**src/rtl/sya_skew_feeder_if.sv**
```systemverilog
// Upstream act/wgt vector streams into the systolic skew feeder.
// master = vector producer, slave = feeder.
interface sya_skew_feeder_if #(
  parameter int unsigned NUM_ROW   = 16,
  parameter int unsigned NUM_COL   = 16,
  parameter int unsigned ACT_WIDTH = 8,
  parameter int unsigned WGT_WIDTH = 8
);
  logic                           act_vld;
  logic                           act_rdy;
  logic [ACT_WIDTH*NUM_ROW-1:0]   act_data;
  logic                           wgt_vld;
  logic                           wgt_rdy;
  logic [WGT_WIDTH*NUM_COL-1:0]   wgt_data;

  modport master (
    output act_vld, act_data, wgt_vld, wgt_data,
    input  act_rdy, wgt_rdy
  );

  modport slave (
    input  act_vld, act_data, wgt_vld, wgt_data,
    output act_rdy, wgt_rdy
  );
endinterface

```
**src/rtl/sya_skew_feeder.sv**
```systemverilog
// Joins act/wgt vectors, skews row r / col c by r / c advances and drives the
// left/above edge of a systolic PE bank for one tile of cfg_k beats plus a flush.
module sya_skew_feeder #(
  parameter int unsigned NUM_ROW   = 16,
  parameter int unsigned NUM_COL   = 16,
  parameter int unsigned ACT_WIDTH = 8,
  parameter int unsigned WGT_WIDTH = 8,
  parameter int unsigned CNT_WIDTH = 16
) (
  input  logic                         clk,
  input  logic                         rst_n,
  input  logic                         start,
  input  logic [CNT_WIDTH-1:0]         cfg_k,
  output logic                         busy,
  output logic                         done,
  sya_skew_feeder_if.slave             src,
  input  logic                         bank_stall,
  output logic                         out_vld_left,
  output logic                         out_rdy_left,
  output logic [ACT_WIDTH*NUM_ROW-1:0] out_act_left,
  output logic [WGT_WIDTH*NUM_COL-1:0] out_wgt_above,
  output logic                         out_acc_reset
);

  localparam int unsigned MAX_LANE = (NUM_ROW > NUM_COL) ? NUM_ROW : NUM_COL;
  localparam int unsigned DRAIN_W  = (MAX_LANE > 2) ? $clog2(MAX_LANE - 1) : 1;

  typedef enum logic [1:0] {
    IDLE  = 2'd0,
    FEED  = 2'd1,
    DRAIN = 2'd2
  } state_t;

  state_t                       state;
  state_t                       state_nxt;
  logic [CNT_WIDTH-1:0]         k_q;
  logic [CNT_WIDTH-1:0]         beat_cnt;
  logic [DRAIN_W-1:0]           drain_cnt;
  logic                         accept;
  logic                         advance;
  logic                         done_set;
  logic                         last_beat;
  logic                         drain_last;
  logic [ACT_WIDTH*NUM_ROW-1:0] act_in;
  logic [WGT_WIDTH*NUM_COL-1:0] wgt_in;

  assign last_beat  = (beat_cnt == (k_q - CNT_WIDTH'(1)));
  assign drain_last = (drain_cnt == DRAIN_W'(MAX_LANE - 2));

  // State register
  always_ff @(posedge clk or negedge rst_n) begin
    if (!rst_n) begin
      state <= IDLE;
    end else begin
      state <= state_nxt;
    end
  end

  // Next-state logic
  always_comb begin
    state_nxt = state;
    case (state)
      IDLE: begin
        if (start && (cfg_k != '0)) begin
          state_nxt = FEED;
        end
      end
      FEED: begin
        if (accept && last_beat) begin
          state_nxt = (MAX_LANE > 1) ? DRAIN : IDLE;
        end
      end
      DRAIN: begin
        if (advance && drain_last) begin
          state_nxt = IDLE;
        end
      end
      default: state_nxt = IDLE;
    endcase
  end

  // Handshake, advance enable and lane inputs
  always_comb begin
    accept   = 1'b0;
    advance  = 1'b0;
    done_set = 1'b0;
    act_in   = '0;
    wgt_in   = '0;
    if (state == FEED) begin
      accept = src.act_vld & src.wgt_vld & ~bank_stall;
    end
    advance  = accept | ((state == DRAIN) & ~bank_stall);
    done_set = ((state == IDLE) & start & (cfg_k == '0)) |
               ((state != IDLE) & (state_nxt == IDLE));
    if (accept) begin
      act_in = src.act_data;
      wgt_in = src.wgt_data;
    end
  end

  assign src.act_rdy   = accept;
  assign src.wgt_rdy   = accept;
  assign out_vld_left  = accept;
  assign out_rdy_left  = advance;
  assign out_acc_reset = accept & (beat_cnt == '0);

  // Tile bookkeeping and registered status
  always_ff @(posedge clk or negedge rst_n) begin
    if (!rst_n) begin
      k_q       <= '0;
      beat_cnt  <= '0;
      drain_cnt <= '0;
      busy      <= 1'b0;
      done      <= 1'b0;
    end else begin
      busy <= (state_nxt != IDLE);
      done <= done_set;
      if ((state == IDLE) && start && (cfg_k != '0)) begin
        k_q      <= cfg_k;
        beat_cnt <= '0;
      end else if (accept) begin
        beat_cnt <= beat_cnt + CNT_WIDTH'(1);
      end
      if (state == FEED) begin
        drain_cnt <= '0;
      end else if ((state == DRAIN) && advance) begin
        drain_cnt <= drain_cnt + DRAIN_W'(1);
      end
    end
  end

  // Lane 0 bypasses the delay lines
  assign out_act_left[ACT_WIDTH-1:0]  = act_in[ACT_WIDTH-1:0];
  assign out_wgt_above[WGT_WIDTH-1:0] = wgt_in[WGT_WIDTH-1:0];

  // Row r: r-deep delay line, shifting only when the bank advances
  for (genvar r = 1; r < NUM_ROW; r++) begin : g_act
    logic [ACT_WIDTH-1:0] sr [r];
    always_ff @(posedge clk or negedge rst_n) begin
      if (!rst_n) begin
        for (int i = 0; i < r; i++) sr[i] <= '0;
      end else if (advance) begin
        sr[0] <= act_in[r*ACT_WIDTH +: ACT_WIDTH];
        for (int i = 1; i < r; i++) sr[i] <= sr[i-1];
      end
    end
    assign out_act_left[r*ACT_WIDTH +: ACT_WIDTH] = sr[r-1];
  end

  // Col c: c-deep delay line, shifting only when the bank advances
  for (genvar c = 1; c < NUM_COL; c++) begin : g_wgt
    logic [WGT_WIDTH-1:0] sr [c];
    always_ff @(posedge clk or negedge rst_n) begin
      if (!rst_n) begin
        for (int i = 0; i < c; i++) sr[i] <= '0;
      end else if (advance) begin
        sr[0] <= wgt_in[c*WGT_WIDTH +: WGT_WIDTH];
        for (int i = 1; i < c; i++) sr[i] <= sr[i-1];
      end
    end
    assign out_wgt_above[c*WGT_WIDTH +: WGT_WIDTH] = sr[c-1];
  end

endmodule

```
**src/flat_wrapper.sv**
```systemverilog
// flat-port wrapper written by rule: the top's interface ports become plain ports
module sya_skew_feeder_flat 
#(
  parameter int unsigned NUM_ROW   = 16,
  parameter int unsigned NUM_COL   = 16,
  parameter int unsigned ACT_WIDTH = 8,
  parameter int unsigned WGT_WIDTH = 8,
  parameter int unsigned CNT_WIDTH = 16
)
  (clk, rst_n, start, cfg_k, busy, done, bank_stall, out_vld_left, out_rdy_left, out_act_left, out_wgt_above, out_acc_reset, src_act_vld, src_act_data, src_wgt_vld, src_wgt_data, src_act_rdy, src_wgt_rdy);
  sya_skew_feeder_if #(.NUM_ROW(NUM_ROW), .NUM_COL(NUM_COL), .ACT_WIDTH(ACT_WIDTH), .WGT_WIDTH(WGT_WIDTH)) src_i ();
  input  logic clk;
  input  logic rst_n;
  input  logic start;
  input  logic [CNT_WIDTH-1:0] cfg_k;
  output logic busy;
  output logic done;
  input  logic bank_stall;
  output logic out_vld_left;
  output logic out_rdy_left;
  output logic [ACT_WIDTH*NUM_ROW-1:0] out_act_left;
  output logic [WGT_WIDTH*NUM_COL-1:0] out_wgt_above;
  output logic out_acc_reset;
  input wire logic [$bits(src_i.act_vld)-1:0] src_act_vld;
  input wire logic [$bits(src_i.act_data)-1:0] src_act_data;
  input wire logic [$bits(src_i.wgt_vld)-1:0] src_wgt_vld;
  input wire logic [$bits(src_i.wgt_data)-1:0] src_wgt_data;
  output wire logic [$bits(src_i.act_rdy)-1:0] src_act_rdy;
  output wire logic [$bits(src_i.wgt_rdy)-1:0] src_wgt_rdy;
  assign src_i.act_vld = src_act_vld;
  assign src_i.act_data = src_act_data;
  assign src_i.wgt_vld = src_wgt_vld;
  assign src_i.wgt_data = src_wgt_data;
  assign src_act_rdy = src_i.act_rdy;
  assign src_wgt_rdy = src_i.wgt_rdy;
  sya_skew_feeder #(.NUM_ROW(NUM_ROW), .NUM_COL(NUM_COL), .ACT_WIDTH(ACT_WIDTH), .WGT_WIDTH(WGT_WIDTH), .CNT_WIDTH(CNT_WIDTH)) u_core (.clk(clk), .rst_n(rst_n), .start(start), .cfg_k(cfg_k), .busy(busy), .done(done), .src(src_i), .bank_stall(bank_stall), .out_vld_left(out_vld_left), .out_rdy_left(out_rdy_left), .out_act_left(out_act_left), .out_wgt_above(out_wgt_above), .out_acc_reset(out_acc_reset));
endmodule
```
**config.mk**
```make
export PLATFORM = sky130hd
export DESIGN_NAME = sya_skew_feeder_flat
export DESIGN_NICKNAME = d
export VERILOG_FILES = /design/src/rtl/sya_skew_feeder_if.sv /design/src/rtl/sya_skew_feeder.sv /design/src/flat_wrapper.sv
export SDC_FILE = /design/constraint.sdc
export NUM_CORES = 2
export LEC_CHECK = 0
export ABC_AREA = 0
export BUFFER_PORTS_ARGS = -buffer_cell sky130_fd_sc_hd__buf_2
export CAP_MARGIN = 20
export CELL_PAD_IN_SITES_DETAIL_PLACEMENT = 1
export CELL_PAD_IN_SITES_GLOBAL_PLACEMENT = 1
export CORE_AREA = 3 3 334 501
export DETAILED_ROUTE_END_ITERATION = 8
export DIE_AREA = 0 0 337 504
export PLACE_DENSITY_LB_ADDON = 0.1
export SYNTH_ARGS = -nofsm -noshare
export SYNTH_HDL_FRONTEND = slang
export SYNTH_SLANG_ARGS = --single-unit
```
**constraint.sdc**
```tcl
create_clock -name clk -period 3.3 [get_ports clk]
set_clock_uncertainty 0.2 [all_clocks]
set_input_delay 0.165 -clock clk [delete_from_list [all_inputs] [get_ports clk]]
set_output_delay 0.165 -clock clk [all_outputs]
set_load 0.005 [all_outputs]
```
==> impl_results.md <==
* CTS tree: yes
* Core Rows at approximately 180
* Skew-Pair Late Insertion Delay at ~0.8 ns
* H-tree depth at 4
* Most common cell after layout, fill and taps aside: nand2_1
* Worst-case hold slack at ~0.13 ns
* GRT Total Usage at 0.224
* Max-cap violations at 0
* Clk slew on worst S/H paths at 0.06 ns
* Synth Net Count at approximately 8400
* Reg2Reg Depth at 9
* Die area at ~0.17 sq mm
* CP endpoint kind: primary output
* Yosys reg bits at 1960
* Largest net degree at the start of global routing at about 170
* Initial Util at 0.458
* YS warnings at 0
* Synth top area cells: dfrtp_1 65%, nand2_1 25%, a22o_1 2.8%
* Synth-to-Final Area Change at 21.2%
* Outcome: finished, final reports clean
* Worst VDD drop at approximately 0.0005 V
* Fin util at 0.556
* Post-synth EDFFs at 0
* Fin. max-slew vios at 0
* Crit path DAT at 2.81 ns
* Total CTS buffers at around 190
* Register area at 0.0490 sq mm
* Yosys top cell area share at 0.653
* DR pass1 iterations at 5
* FMAX at between 0.3 and 0.4 GHz
* Finished Layout Cells at around 11000
* Yosys top cell by area: dfrtp_1
* Worst path slowest cell: dfrtp_2
* Period Utilization, post-route at 0.962
* Final wirelength at 187000 um
* Worst R2R End: u_core.done$_DFF_PN0_
* Min-Delay Path Class: in2async
* First DRT Iteration DRCs at 3076
* CP max stage delay at roughly 0.50 ns
* DP HPWL at roughly 100000 um
* Post-synthesis cell type count at between 40 and 50
* Worst reg2reg path startpoint: u_core.state[1]$_DFF_PN0_
* Slew Limit Headroom at 0.375
* Critical Path Source Type: flip-flop
* Grt ovf at 0
* Setup slack, reg-to-reg at around 0.28 ns
* PD cells at just over 700 mW/mm^2
* Leak at about 51 nW
* Core box area at between 0.15 and 0.2 sq mm
* Ys flop type: dfrtp_1
* Routed len/inst at approximately 17 um
* Final setup violation count at 0
* Placed cell count at roughly 10000
* Ys async rst share at 1.00
* CP max FO at 38
* Placer Congestion at roughly 0.79
* I/O Pins at 541
* Via density per instance at a little under 5
* CP Capture Point: out_rdy_left
* Most frequent cells in the layout: 5053 x nand2_1, 1958 x dfrtp_1, 544 x dlygate4sd3_1, 539 x buf_2, 241 x a22o_1
* Critical-path cell list: nand4b_1 -> a21o_4 -> inv_12 -> buf_16 -> buf_12 -> buf_2
* Final net count at roughly 9200
* Slew @ Worst Pin at 0.937 ns
* Initial antenna violation count at 15
* CTS max path bufs at 3
* Area of the multi-input gates at ~0.023 sq mm
* Vias in the first global route at 60500
* Setup Crit Path Kind: reg2out
* Fill count at 18400
* First-pass GRT wire length at between 300000 and 400000 um
* Die height at just over 500 um
* Drt drc at 0
* Clk sinks at about 2000
* Critical path startpoint: u_core.state[1]$_DFF_PN0_
* Fin crit period at between 3 and 4 ns
* Layout cells sized above 1 at 0.116
* Area of the mapped netlist at 0.0751 sq mm
* Die X at between 300 and 400 um
* Final hold viol count at 0
* Worst EP required at roughly 3 ns
* Post-Synthesis Cells at a little over 8000
* Final ANT Viol Nets at 0
* Vias at 55500
* Clock root buffer: clkbuf_16
* Port buffer count at 540
* Sequential share of the synthesized area at 0.653
* Syn_area_per_cell at 9.21 sq um
## worst max-delay path, delay by kind of cell, from the launching register on
family	cells	cell delay (ns)
DFF	1	0.50
and+or+nand+nor	1	0.34
buffers and inverters	4	0.78
AOI/OAI and AO/OA	1	0.35
## layer usage
metal  track usage  wire (um)  up-vias  part of all wire
li1              -          -    26300                 -
met1         0.297      83000    27900              0.44
met2         0.372      90200      940              0.48
met3        0.0475       9240      313             0.049
met4        0.0624       4450        8             0.024
met5             0         56        -           0.00030
## repair_timing
item,in CTS,in global routing
hold endpoints to repair,1515,0
buffers inserted,3,6
resized for setup,7,1
gates cloned,3,0
endpoints found under the setup margin,12,12
hold buffers,545,0
pin swaps,1,3
## area by class of cell
type	instances	area share
antenna	11	0.000303
clock buffer	291	0.0636
clock inverter	50	0.00457
inverter	13	0.000811
multi-input combinational	5493	0.248
sequential	1960	0.539
tap	2116	0.0291
timing repair buffer	1268	0.115
## flip-flops by register name, summed over array words and instances (netlist names)
signal and flops:
u_core.out_wgt_above 112, u_core.k_q 16, u_core.done 1, u_core.g_act.sr 848, u_core.drain_cnt 4, u_core.out_act_left 112, u_core.busy 1, u_core.beat_cnt 16
u_core.g_wgt.sr 848, u_core.state 2
## cells by family (layout without fill, tap and decap cells)
logic type	after synthesis	count (layout)	share of synthesized area
AND/OR/NAND/NOR	5162	5162	0.261
flip-flops	1960	1960	0.653
other	0	11	0
adder cells (fa/ha/maj)	5	5	0.000834
multiplexers	18	18	0.00263
XOR/XNOR	33	33	0.00385
AO/OA/AOI/OAI	274	275	0.0310
buffers and inverters	694	1622	0.0469
## worst min-delay path by stage
stage | end | slack [ns] | depth (start not counted)
after global routing | u_core.g_wgt[9].sr[67]$_DFFE_PN0P_ | 0.12 | 3
final | u_core.out_wgt_above[57]$_DFFE_PN0P_ | 0.13 | 3
after CTS | u_core.g_wgt[9].sr[67]$_DFFE_PN0P_ | 0.05 | 3
after detailed placement | u_core.out_wgt_above[57]$_DFFE_PN0P_ | 0.06 | 1
after global placement | u_core.out_wgt_above[57]$_DFFE_PN0P_ | 0.05 | 1
after floorplan | u_core.beat_cnt[0]$_DFFE_PN0P_ | -0.33 | 0
## synth_stat cells (12+ instances only)
library cell / count
nor4_1: 13
xor2_1: 12
buf_4: 242
o21ai_0: 13
clkbuf_1: 434
nor2_1: 27
nand2_1: 5053
xnor2_1: 21
a22o_1: 241
and2_1: 16
dfrtp_1: 1960
inv_1: 12
mux2_2: 14
## report_power, final
group	leakage [nW]	switching (mW)	internal (mW)
sequential	26.2	3.45	29.7
combinational	21.6	5.21	4.07
clock	3.09	9.23	12.4
## metrics by stage
step                power (mW)  cell area (sq um)  setup TNS [ns]  setup slack (ns)
global placement          41.1              79100               0             0.424
finish                    64.0              91000               0             0.124
CTS                       64.6              90900               0            0.0173
global route              68.1              91000         -0.0124           -0.0124
floorplan                 38.6              75100               0             0.591
detailed placement        41.8              79100               0             0.428
No activity file was read; power rests on OpenSTA's default activity.
